### config.mk
export PLATFORM = sky130hd
export DESIGN_NAME = odd_even_sort_engine
export DESIGN_NICKNAME = d
export VERILOG_FILES = /design/src/rtl/odd_even_sort_engine.sv
export SDC_FILE = /design/constraint.sdc
export NUM_CORES = 1
export LEC_CHECK = 0
export BUFFER_PORTS_ARGS = -buffer_cell sky130_fd_sc_hd__buf_4
export CAP_MARGIN = 20
export CORE_MARGIN = 8
export CORE_UTILIZATION = 35
export DETAILED_ROUTE_END_ITERATION = 10
export PLACE_DENSITY = 0.63
export SLEW_MARGIN = 0
export SYNTH_ARGS = -nofsm -noshare
export SYNTH_HDL_FRONTEND = slang
export SYNTH_SLANG_ARGS = --single-unit
### constraint.sdc
create_clock -name clk -period 3.4 [get_ports clk]
set_input_delay 0.17 -clock clk [delete_from_list [all_inputs] [get_ports clk]]
set_output_delay 0.17 -clock clk [all_outputs]
set_load 0.01 [all_outputs]
### src/rtl/odd_even_sort_engine.sv
// Odd-even transposition sorter: sorts DATA_NUM values in place, one compare phase per clock,
// tagging each element with its original slot. Optional macro SORT_EARLY_EXIT_EN ends SORT after two swap-free phases.
//
// state | meaning
// IDLE  | waiting for an input vector (in_ready=1)
// SORT  | one odd/even compare phase per cycle (busy=1)
// DONE  | result held on out_* until out_ready
module odd_even_sort_engine #(
    parameter int FIX_POINT_WIDTH = 16,
    parameter int DATA_NUM        = 8,
    parameter int IDX_WIDTH       = 3,
    parameter int SIGNED          = 1
) (
    input  logic                                clk,
    input  logic                                rst,
    input  logic                                in_valid,
    output logic                                in_ready,
    input  logic [DATA_NUM*FIX_POINT_WIDTH-1:0] in_data,
    input  logic                                descending,
    output logic                                out_valid,
    input  logic                                out_ready,
    output logic [DATA_NUM*FIX_POINT_WIDTH-1:0] out_data,
    output logic [DATA_NUM*IDX_WIDTH-1:0]       out_idx,
    output logic [FIX_POINT_WIDTH-1:0]          max_out,
    output logic                                busy,
    output logic                                sort_finish
);

    localparam int W  = FIX_POINT_WIDTH;
    localparam int PW = $clog2(DATA_NUM + 1);
    localparam logic [PW-1:0] LAST_PHASE = PW'(DATA_NUM - 1);

    localparam logic [1:0] ST_IDLE = 2'd0;
    localparam logic [1:0] ST_SORT = 2'd1;
    localparam logic [1:0] ST_DONE = 2'd2;

    logic [1:0]           state_q;
    logic [PW-1:0]        phase_q;
    logic                 desc_q;
    logic                 fin_q;
    logic [W-1:0]         max_q;
    logic [W-1:0]         slot_q  [DATA_NUM];
    logic [W-1:0]         slot_nx [DATA_NUM];
    logic [IDX_WIDTH-1:0] idx_q   [DATA_NUM];
    logic [IDX_WIDTH-1:0] idx_nx  [DATA_NUM];
    logic [DATA_NUM-2:0]  swap_en;
    logic                 sort_last;

    function automatic logic greater(input logic [W-1:0] a, input logic [W-1:0] b);
        if (SIGNED != 0)
            return $signed(a) > $signed(b);
        return a > b;
    endfunction

    // swap_en[j] marks the pair (j, j+1); only pairs whose left slot parity matches the phase are live
    always_comb begin
        swap_en = '0;
        for (int j = 0; j < DATA_NUM - 1; j++) begin
            if (1'(j) == phase_q[0]) begin
                if (desc_q)
                    swap_en[j] = greater(slot_q[j+1], slot_q[j]);
                else
                    swap_en[j] = greater(slot_q[j], slot_q[j+1]);
            end
        end
    end

    always_comb begin
        for (int i = 0; i < DATA_NUM; i++) begin
            slot_nx[i] = slot_q[i];
            idx_nx[i]  = idx_q[i];
        end
        for (int j = 0; j < DATA_NUM - 1; j++) begin
            if (swap_en[j]) begin
                slot_nx[j]   = slot_q[j+1];
                slot_nx[j+1] = slot_q[j];
                idx_nx[j]    = idx_q[j+1];
                idx_nx[j+1]  = idx_q[j];
            end
        end
    end

`ifdef SORT_EARLY_EXIT_EN
    // clean_q: the previous phase of this SORT made no swaps (cleared outside SORT so phase 0 never exits)
    logic clean_q;

    always_ff @(posedge clk or negedge rst) begin
        if (!rst)
            clean_q <= 1'b0;
        else if (state_q == ST_SORT)
            clean_q <= ~|swap_en;
        else
            clean_q <= 1'b0;
    end

    assign sort_last = (phase_q == LAST_PHASE) || (clean_q && ~|swap_en);
`else
    assign sort_last = (phase_q == LAST_PHASE);
`endif

    always_ff @(posedge clk or negedge rst) begin
        if (!rst) begin
            state_q <= ST_IDLE;
            phase_q <= '0;
            desc_q  <= 1'b0;
            fin_q   <= 1'b0;
            max_q   <= '0;
            for (int i = 0; i < DATA_NUM; i++) begin
                slot_q[i] <= '0;
                idx_q[i]  <= '0;
            end
        end else begin
            fin_q <= 1'b0;
            case (state_q)
                ST_IDLE: begin
                    if (in_valid) begin
                        for (int i = 0; i < DATA_NUM; i++) begin
                            slot_q[i] <= in_data[i*W +: W];
                            idx_q[i]  <= IDX_WIDTH'(i);
                        end
                        desc_q  <= descending;
                        phase_q <= '0;
                        state_q <= ST_SORT;
                    end
                end
                ST_SORT: begin
                    for (int i = 0; i < DATA_NUM; i++) begin
                        slot_q[i] <= slot_nx[i];
                        idx_q[i]  <= idx_nx[i];
                    end
                    phase_q <= phase_q + PW'(1);
                    if (sort_last) begin
                        state_q <= ST_DONE;
                        fin_q   <= 1'b1;
                        max_q   <= desc_q ? slot_nx[0] : slot_nx[DATA_NUM-1];
                    end
                end
                ST_DONE: begin
                    if (out_ready)
                        state_q <= ST_IDLE;
                end
                default: state_q <= ST_IDLE;
            endcase
        end
    end

    for (genvar g = 0; g < DATA_NUM; g++) begin : g_out
        assign out_data[g*W +: W]                = slot_q[g];
        assign out_idx[g*IDX_WIDTH +: IDX_WIDTH] = idx_q[g];
    end

    assign in_ready    = (state_q == ST_IDLE);
    assign busy        = (state_q == ST_SORT);
    assign out_valid   = (state_q == ST_DONE);
    assign sort_finish = fin_q;
    assign max_out     = max_q;

endmodule
=== Word-level counts from Yosys, hierarchy flattened ===
Index checks and enable logic that the tools add are counted.

* Output and inout bits: 172
* Register bits: 176
* Input bits: 133
* Word-level logic and storage cells: 139

* Reductions and logical operators: 14
* Multiplexer cells: 61
* $lt $le $gt $ge: 28
* Equal/unequal tests: 14
* $add $sub $neg: 1

{| class="wikitable"
|+ Operator list
! operator !! number
|-
| 16-bit greater-than comparator || 28
|-
| 128-bit one-hot mux with 2 select lines || 1
|-
| 32-bit two-way mux || 7
|-
| 128-bit two-way mux || 1
|-
| 24-bit one-hot mux with 2 select lines || 1
|-
| 6-bit two-way mux || 7
|-
| 1-bit two-way mux || 36
|-
| 3-bit AND reduction || 9
|-
| 24-bit two-way mux || 1
|-
| 3-bit by 1-bit != test with 1-bit output, second input constant || 6
|-
| 16-bit two-way mux || 1
|-
| 2-bit by 1-bit != test with 1-bit output, second input constant || 4
|-
| 4-bit one-hot mux with 2 select lines || 1
|-
| 2-bit two-way mux || 3
|-
| 2-bit one-hot mux with 3 select lines || 1
|-
| 2-bit AND reduction || 3
|-
| 4-bit by 1-bit adder with 4-bit output, second input constant || 1
|-
| 4-bit by 3-bit equality test with 1-bit output, second input constant || 1
|-
| 4-bit two-way mux || 1
|-
| 2-bit by 1-bit equality test with 1-bit output, second input constant || 1
|-
| 2-bit equality test, second input constant || 1
|-
| 2-bit logical NOT || 1
|-
| 2-bit != test, second input constant || 1
|-
| 2-bit nonzero test || 1
|}

=== Depth between registers and ports, before layout ===
Gate-level depths: netlist of the first run.

* Depth after elaboration: 13
* Depth in mapped cells: 14
* Mapped depth without buffers: 10

=== Least setup slack after synthesis of the first run ===
Ideal clock, no wire load.

* Kind: register -> register
* From: reg slot_q (netlist bit out_data[94])
* To: reg slot_q (netlist bit out_data[89])
* Cell stages (with the launch flop): 14
* Period minus slack after synthesis: 3,466 ps
* Arrival time: 3,341 ps
* Path slack: -66 ps
* Path buffers: 3
* Setup time: 125 ps
* Required time: 3,275 ps
* Path through: dfrtp_1 inv_1 ha_1 and4_1 nand2_1 a211oi_1 or4_1 a211oi_1 or2_1 buf_2 o31a_1 buf_6 buf_6 mux2_4

* Word-level cells in the longest chain between the ends: 6
* Elaborated cells between the ends (all ways): 20
* Classes of those cells: order compare: 8; eq/ne: 1; mux: 10; reduce/logical: 1

{| class="wikitable"
|+ RTL lines
! what !! line !! source
|-
| start: declaration || 42 || <nowiki>logic [W-1:0] slot_q [DATA_NUM];</nowiki>
|-
| start signal: indexed assignment || 118 || <nowiki>slot_q[i] <= in_data[i*W +: W];</nowiki>
|-
| start signal: indexed assignment || 128 || <nowiki>slot_q[i] <= slot_nx[i];</nowiki>
|-
| 16-bit greater-than comparator, on equally long branches || 52, 51 ||
|-
| 1-bit two-way mux || 52 || <nowiki>return a > b;</nowiki>
|-
| 1-bit two-way mux || 60 || <nowiki>if (desc_q)</nowiki>
|-
| 1-bit two-way mux || 59 || <nowiki>if (1'(j) == phase_q[0]) begin</nowiki>
|-
| 3-bit by 1-bit != test with 1-bit output (no line) / 32-bit two-way mux (equally long branches) || n/a ||
|-
| 3-bit AND reduction (no line) / 128-bit one-hot mux with 2 select lines (equally long branches) || n/a ||
|}

Parallel ways exist; a longest one is shown, timed or not. The select of a mux whose other input is x is not followed.
A chain may end at the register's enable or synchronous reset.

=== Worst setup path in the final report of the first run ===
* From: reg slot_q (netlist bit out_data[91])
* To: reg slot_q (netlist bit out_data[106])

* Word-level cells in the longest chain between the ends: 6
* Elaborated cells between the ends (all ways): 10
* Classes of those cells: order compare: 4; eq/ne: 1; mux: 4; reduce/logical: 1

{| class="wikitable"
|+ RTL lines
! what !! line
|-
| 16-bit greater-than comparator, on equally long branches || 52, 51
|-
| 1-bit two-way mux || 52
|-
| 1-bit two-way mux (*) || 60
|-
| 1-bit two-way mux (*) || 59
|-
| 3-bit by 1-bit != test with 1-bit output (no line) (*) || n/a
|-
| 3-bit AND reduction (no line) (*) || n/a
|}

Every way passes the cells marked *; elsewhere a longest branch is shown, timed or not.

==> results of run 1 <==
cells in the final DEF (no fill, tap or decap), types with 21 or more instances in the layout:
| master | instances |
|---|---|
| o21ai_0 | 127 |
| dfrtp_1 | 158 |
| o22ai_1 | 21 |
| a221o_1 | 26 |
| a21oi_1 | 158 |
| mux2_2 | 23 |
| mux2i_1 | 39 |
| ha_1 | 220 |
| nand2_1 | 93 |
| nand3_1 | 24 |
| inv_1 | 140 |
| a31oi_1 | 37 |
| and2_1 | 24 |
| nor2_1 | 88 |
| buf_4 | 507 |
sequential cells by signal, indices dropped and copies added (netlist names):
register and cells:
desc_q 1, out_data 128, state_q 2, max_out 16
phase_q 4, out_idx 24, sort_finish 1
metal layers:
layer  GRT usage [%]  vias up  share of wire (%)
li1                -     7095                  -
met1           36.06     7819                 43
met2           44.28      808                 46
met3           5.211      140                7.6
met4           10.70        2                3.6
met5               0        -              0.016
stage by stage:
stage	setup TNS (ps)	total power [mW]	setup WS (ps)	hold WS (ps)	instances
2_1_floorplan	0	15.20	12.63	-125.6	1656
3_3_place_gp	-368.2	23.61	-90.74	301.6	2598
3_5_place_dp	-806.8	23.81	-142.1	307.6	2598
4_1_cts	0	25.92	4.219	8.217	2650
5_1_grt	-87.09	28.69	-20.07	26.16	2664
6_report	0	27.04	70.19	16.31	2664
logic make-up (layout without fill, tap and decap cells):
logic type,Yosys count,in the layout,share of synthesized area (%)
simple gates,317,317,10.42
compound gates,596,596,26.98
flops,176,176,29.88
fa+ha+maj,225,225,19.10
xor+xnor,1,1,0.05943
buf+inv,249,718,6.714
mux,92,92,6.859
timing repair:
action / in CTS / in global routing
gates resized for setup: 5 / 67
endpoints found under the hold margin: 104 / 0
setup endpoints to repair: 32 / 136
buffers inserted: 0 / 13
pin swaps: 0 / 4
hold buffers: 20 / 0
cloned: 0 / 1
critical path, cell delays in order (launching register included):
cell and delay [ps]:
dfrtp_2 460, buf_4 170, ha_1 190, a21oi_1 140
o21ai_1 100, a211o_1 310, or4_4 550, and3_1 190
or2_4 250, buf_6 140, o31a_1 400, buf_12 200
o32ai_2 140
area by class of cell:
class / count / area, um2 / share of cell area (%)
clock inverters: 14 / 122.6 / 0.6098
repair buffers: 541 / 4252 / 21.14
clock buffers: 18 / 429.2 / 2.134
multi-input cells: 1231 / 9656 / 48.02
inverters: 145 / 546.8 / 2.719
flip-flops and latches: 176 / 4427 / 22.02
well taps: 539 / 674.4 / 3.354
worst paths after layout:
check                        startpoint            end  slack, ps
setup reg to reg           out_data[91]  out_data[106]         70
setup / recovery           out_data[91]  out_data[106]         70
min in group asynchronous           rst   out_data[22]        350
max in group asynchronous           rst   out_data[91]       1970
hold reg to reg              max_out[1]     max_out[1]        490
hold / removal               in_data[2]    out_data[2]         20
where the power goes:
group          total (mW)  internal, mW  leakage (nW)  switching, mW
Combinational        20.6          8.93          7.05           11.7
Clock                2.00         0.965         0.264           1.03
Sequential           4.46          3.17          2.20           1.29
Total                27.0          13.1          9.51           14.0
==> qor.csv, run 1 <==
stage;metric;value;unit
final_layout;Final nets;2470;
clock_network;Reg clk slew, reported paths;80;ps
synthesis;dominant synthesized flop cell;dfrtp_1;
synthesis;Synth Instances;1656;
detailed_routing;Routed WL;70.42;mm
grt;largest net degree at the start of global routing;132;
floorplan;Die X;221.2;um
floorplan;top-level port count;305;
clock_network;CTS Buffer Depth;2;
final_layout;# diodes;0;
synthesis;synth unique cells;74;
sta;fmax;0.3003;GHz
synthesis;Warnings, synthesis;0;
detailed_routing;total number of vias;15860;
synthesis;Yosys top cell by area;dfrtp_1;
clock_network;TritonCTS clock tree;done;
power;Max IR drop VDD;568.6;uV
power;static leakage;9.505;nW
sta;part of the cycle the worst path needs;97.94;%
power;Power Density;1345;mW/mm2
sta;clock skew;14.22;ps
detailed_routing;DRC Markers;0;
setup_path;critical path type;reg2reg;
synthesis;number of synthesized flops with an enable pin;0;
synthesis;register area share after synthesis;29.88;%
detailed_routing;Iteration-0 DRC Markers;1259;
detailed_routing;detailed-route wire length per cell;26.43;um
clock_network;CTS Buf Count;17;
place;routability-driven placement congestion ratio;1.010;
synthesis;register bit count reported by yosys;176;
sta;Max Slew Vio Count;0;
detailed_routing;First-pass DRT Iterations;7;
sta;Worst Tran Pin Value;960.1;ps
final_layout;area grow syn2layout;36.41;%
grt;grt total ovfl;0;
grt;vias in the first global route;15990;
setup_path;Critical Path RT;3750;ps
sta;Rel. slew slack;35.76;%
setup_path;R2R cell count;12;
clock_network;Clock Sink Count;176;
synthesis;syn avg cell area;8.901;um2
synthesis;synth cell count leaders;ha_1, dfrtp_1, a21oi_1;
synthesis;count leader, synth;ha_1;
worst_hold_path;Hold Path Stages;3;
grt;first-pass GRT wire length;103.0;mm
grt;initial antenna violation count;1;
place;Area after DPL;0.01892;mm2
floorplan;Core Rows;75;
clock_network;Clk Latency, worst-skew pair;460;ps
setup_path;CP arrival;3680;ps
floorplan;Core Region;0.04176;mm2
setup_path;Critical Path Start Type;flop;
clock_network;clock root buffer;clkbuf_16;
final_layout;share of post-route cells with drive strength above 1;30.96;%
final_layout;final core occ;48.15;%
synthesis;synthesized area;0.01474;mm2
place;port bufs;304;
worst_hold_path;worst hold path type;in2reg;
run;max cap viols;0;
synthesis;top-area cell type share of the netlist area;29.88;%
sta;Final Critical Period;3330;ps
setup_path;Max FO, Critical Path;9;
floorplan;full die area;0.04894;mm2
detailed_routing;Routed Antenna Nets;0;
synthesis;synthesized netlist net count;2014;
run_status;run status;finished, final reports clean;
sta;Hold Fails Final Rpt;0;
synthesis;fraction of registers with async set/reset;100.0;%
clock_network;# H-tree levels;4;
floorplan;Initial Util;35.30;%
final_layout;design area;0.02011;mm2
grt;GRT Overall Usage;27.47;%
detailed_routing;routed vias/inst;5.955;
final_layout;filler instances;3995;
place;hpwl dp;55.97;mm
sta;final setup fails;0;
floorplan;die height;221.2;um
synthesis;ranking of synthesized cells by area;dfrtp_1, ha_1, a21oi_1;
setup_path;CP Capture Type;flop;
Power figures use the tool's default switching activity.
==> inputs of run 2 (changes only) <==
==> constraint.sdc (replaced) <==
create_clock -name clk -period 3.4 [get_ports clk]
set_input_delay 0.68 -clock clk [delete_from_list [all_inputs] [get_ports clk]]
set_output_delay 0.68 -clock clk [all_outputs]
set_load 0.01 [all_outputs]
==> run 2 against run 1 <==
Effect of this change:
- sequential power about the same
- worst setup slack worse by 56 ps
- clock power about the same
- combinational power down 2%
- sequential share of layout area up 0.37 points
- first-iteration DRC count up 13%
- global-route usage down 0.23 points
- core utilization down 0.86 points
- die area unchanged
- flip-flop and latch count unchanged
- power down 1.8%
- critical path type unchanged
- largest power group unchanged
==> qor.csv, run 2 (same netlist as run 1, synthesis figures left out) <==
stage;metric;value;unit;change
sta;final setup fails;0;;unchanged
detailed_routing;detailed-route wire length per cell;26.28;um;-0.57%
detailed_routing;First-pass DRT Iterations;8;;+1
final_layout;filler instances;4074;;+2.0%
grt;met1 global-route usage;35.77;%;-0.29 points
place;port bufs;304;;unchanged
worst_hold_path;worst hold path type;in2async;;
floorplan;Die X;221.2;um;unchanged
setup_path;crit-path leading delay family;simple AND/OR/NAND/NOR gates;;
floorplan;Initial Util;35.30;%;unchanged
detailed_routing;Routed WL;69.33;mm;-1.5%
floorplan;die height;221.2;um;unchanged
sta;Rel. slew slack;42.57;%;+6.8 points
final_layout;most common cell after layout, fill and taps aside;buf_4;;
run_status;run status;finished, final reports clean;;
sta;Final Critical Period;3386;ps;+56.27 ps
sta;Hold Fails Final Rpt;0;;unchanged
final_layout;area grow syn2layout;33.96;%;
grt;grt total ovfl;0;;unchanged
clock_network;CTS Buf Count;17;;unchanged
sta;fmax;0.2953;GHz;-1.7%
final_layout;Final Non-Filler Cells;2638;;-0.98%
final_layout;Final nets;2444;;-1.1%
final_layout;commonest non-fill, non-tap cells in the layout;buf_4, ha_1, dfrtp_1, a21oi_1, inv_1;;
clock_network;# H-tree levels;4;;unchanged
floorplan;top-level port count;305;;unchanged
power;Max IR drop VDD;689.5;uV;+21%
sta;Max Slew Vio Count;0;;unchanged
detailed_routing;Iteration-0 DRC Markers;1421;;+13%
setup_path;Critical Path Start Type;flop;;
final_layout;final core occ;47.29;%;-0.86 points
setup_path;critical path type;reg2reg;;
place;DP Cell Count;2603;;+0.19%
floorplan;Core Region;0.04176;mm2;unchanged
setup_path;slowest stage delay, CP;540;ps;about the same
final_layout;share of post-route cells with drive strength above 1;29.97;%;-1.0 points
run;max cap viols;0;;unchanged
setup_path;CP Capture Type;flop;;
setup_path;Critical Path RT;3740;ps;about the same
grt;vias in the first global route;16060;;+0.45%
setup_path;Max FO, Critical Path;19;;+10
grt;first-pass GRT wire length;102.5;mm;-0.51%
clock_network;clock root buffer;clkbuf_16;;
clock_network;Clock Sink Count;176;;unchanged
setup_path;critical path cell sequence;inv_1 > ha_1 > a21oi_1 > o21a_1 > nor2_1 > or4_1 > and3_1 > or2_4 > o31a_1 > buf_12 > mux2_1;;
detailed_routing;Routed Antenna Nets;0;;unchanged
grt;largest net degree at the start of global routing;85;;-36%
place;hpwl dp;56.00;mm;about the same
grt;GR Util met2;44.13;%;-0.15 points
grt;initial antenna violation count;0;;-1
setup_path;Crit path buffers/inverters;2;;-1
grt;met3 track demand over resource;5.317;%;+0.11 points
sta;clock skew;17.64;ps;+3.419 ps
setup_path;CP arrival;3720;ps;+40 ps
clock_network;Clk Latency, worst-skew pair;470;ps;about the same
grt;Most Crowded Layer GR;met2;;
sta;part of the cycle the worst path needs;99.59;%;+1.7 points
detailed_routing;total number of vias;15640;;-1.4%
clock_network;CTS Buffer Depth;2;;unchanged
power;static leakage;9.393;nW;-1.2%
grt;GRT Overall Usage;27.24;%;-0.23 points
setup_path;flop2flop setup slack;10;ps;-60 ps
floorplan;full die area;0.04894;mm2;unchanged
sta;Worst Tran Pin Value;858.2;ps;-101.9 ps
floorplan;Core Rows;75;;unchanged
clock_network;Hold Buf Count CTS;0;;-100%
clock_network;TritonCTS clock tree;done;;
final_layout;max FFs per register;128;;unchanged
detailed_routing;DRC Markers;0;;unchanged
final_layout;# diodes;0;;unchanged
clock_network;Reg clk slew, reported paths;80;ps;about the same
power;Power Density;1345;mW/mm2;about the same
place;routability-driven placement congestion ratio;1.024;;+1.4%
setup_path;slowest stage cell on the critical path;or4_1;;
detailed_routing;routed vias/inst;5.927;;-0.47%
## run 2: timing repair
item,CTS,global route
endpoints found under the setup margin,9,141
gates cloned,0,0
resized for setup,9,35
pin swaps,0,2
setup buffers,0,3
## run 2: metrics by stage
step / setup TNS [ps] / hold slack [ps] / worst slack, ps / area (um2) / power, mW
CTS: -6.845 / 117.1 / -6.845 / 19590 / 25.99
floorplan: 0 / 384.4 / 12.63 / 14750 / 15.20
global placement: -356.5 / 476.4 / -148.0 / 19000 / 23.55
global route: -93.57 / 131.5 / -14.77 / 19750 / 28.26
detailed placement: -308.2 / 474.9 / -107.3 / 19000 / 23.80
finish: 0 / 119.9 / 13.92 / 19750 / 26.55
## run 2: final cells by class
class	instances	area (um2)	area share [%]
inverters	145	546.8	2.769
multi-input cells	1231	9547	48.35
clock buffers	19	432.9	2.192
clock inverters	13	113.9	0.5766
well taps	539	674.4	3.415
flip-flops and latches	176	4420	22.39
repair buffers	515	4011	20.31
## run 2: path summary, 6_finish.rpt
kind,depth (start not counted),end,from
setup / recovery,11,out_data[86],out_data[87]
hold / removal,1,out_data[21],rst
setup reg to reg,11,out_data[86],out_data[87]
hold reg to reg,2,max_out[15],max_out[15]
max in group asynchronous,2,out_data[89],rst
min in group clk,3,desc_q,descending
## run 2: worst reg2reg max path, cell delays in order (launching register included)
cell	delay, ps
dfrtp_1	490
inv_1	140
ha_1	390
a21oi_1	240
o21a_1	150
nor2_1	40
or4_1	540
and3_1	210
or2_4	270
o31a_1	280
buf_12	170
mux2_1	330
## run 2: power by group
| part | switching [mW] | internal [mW] |
|---|---|---|
| registers | 1.29 | 3.16 |
| clock network | 1.03 | 0.966 |
| logic | 11.4 | 8.66 |
| total | 13.8 | 12.8 |
## run 2: metal layers
metal | share of wire [%] | wire length, um
met1 | 43 | 30010
met2 | 46 | 32110
met3 | 7.1 | 4938
met4 | 3.3 | 2277
met5 | 0 | 0
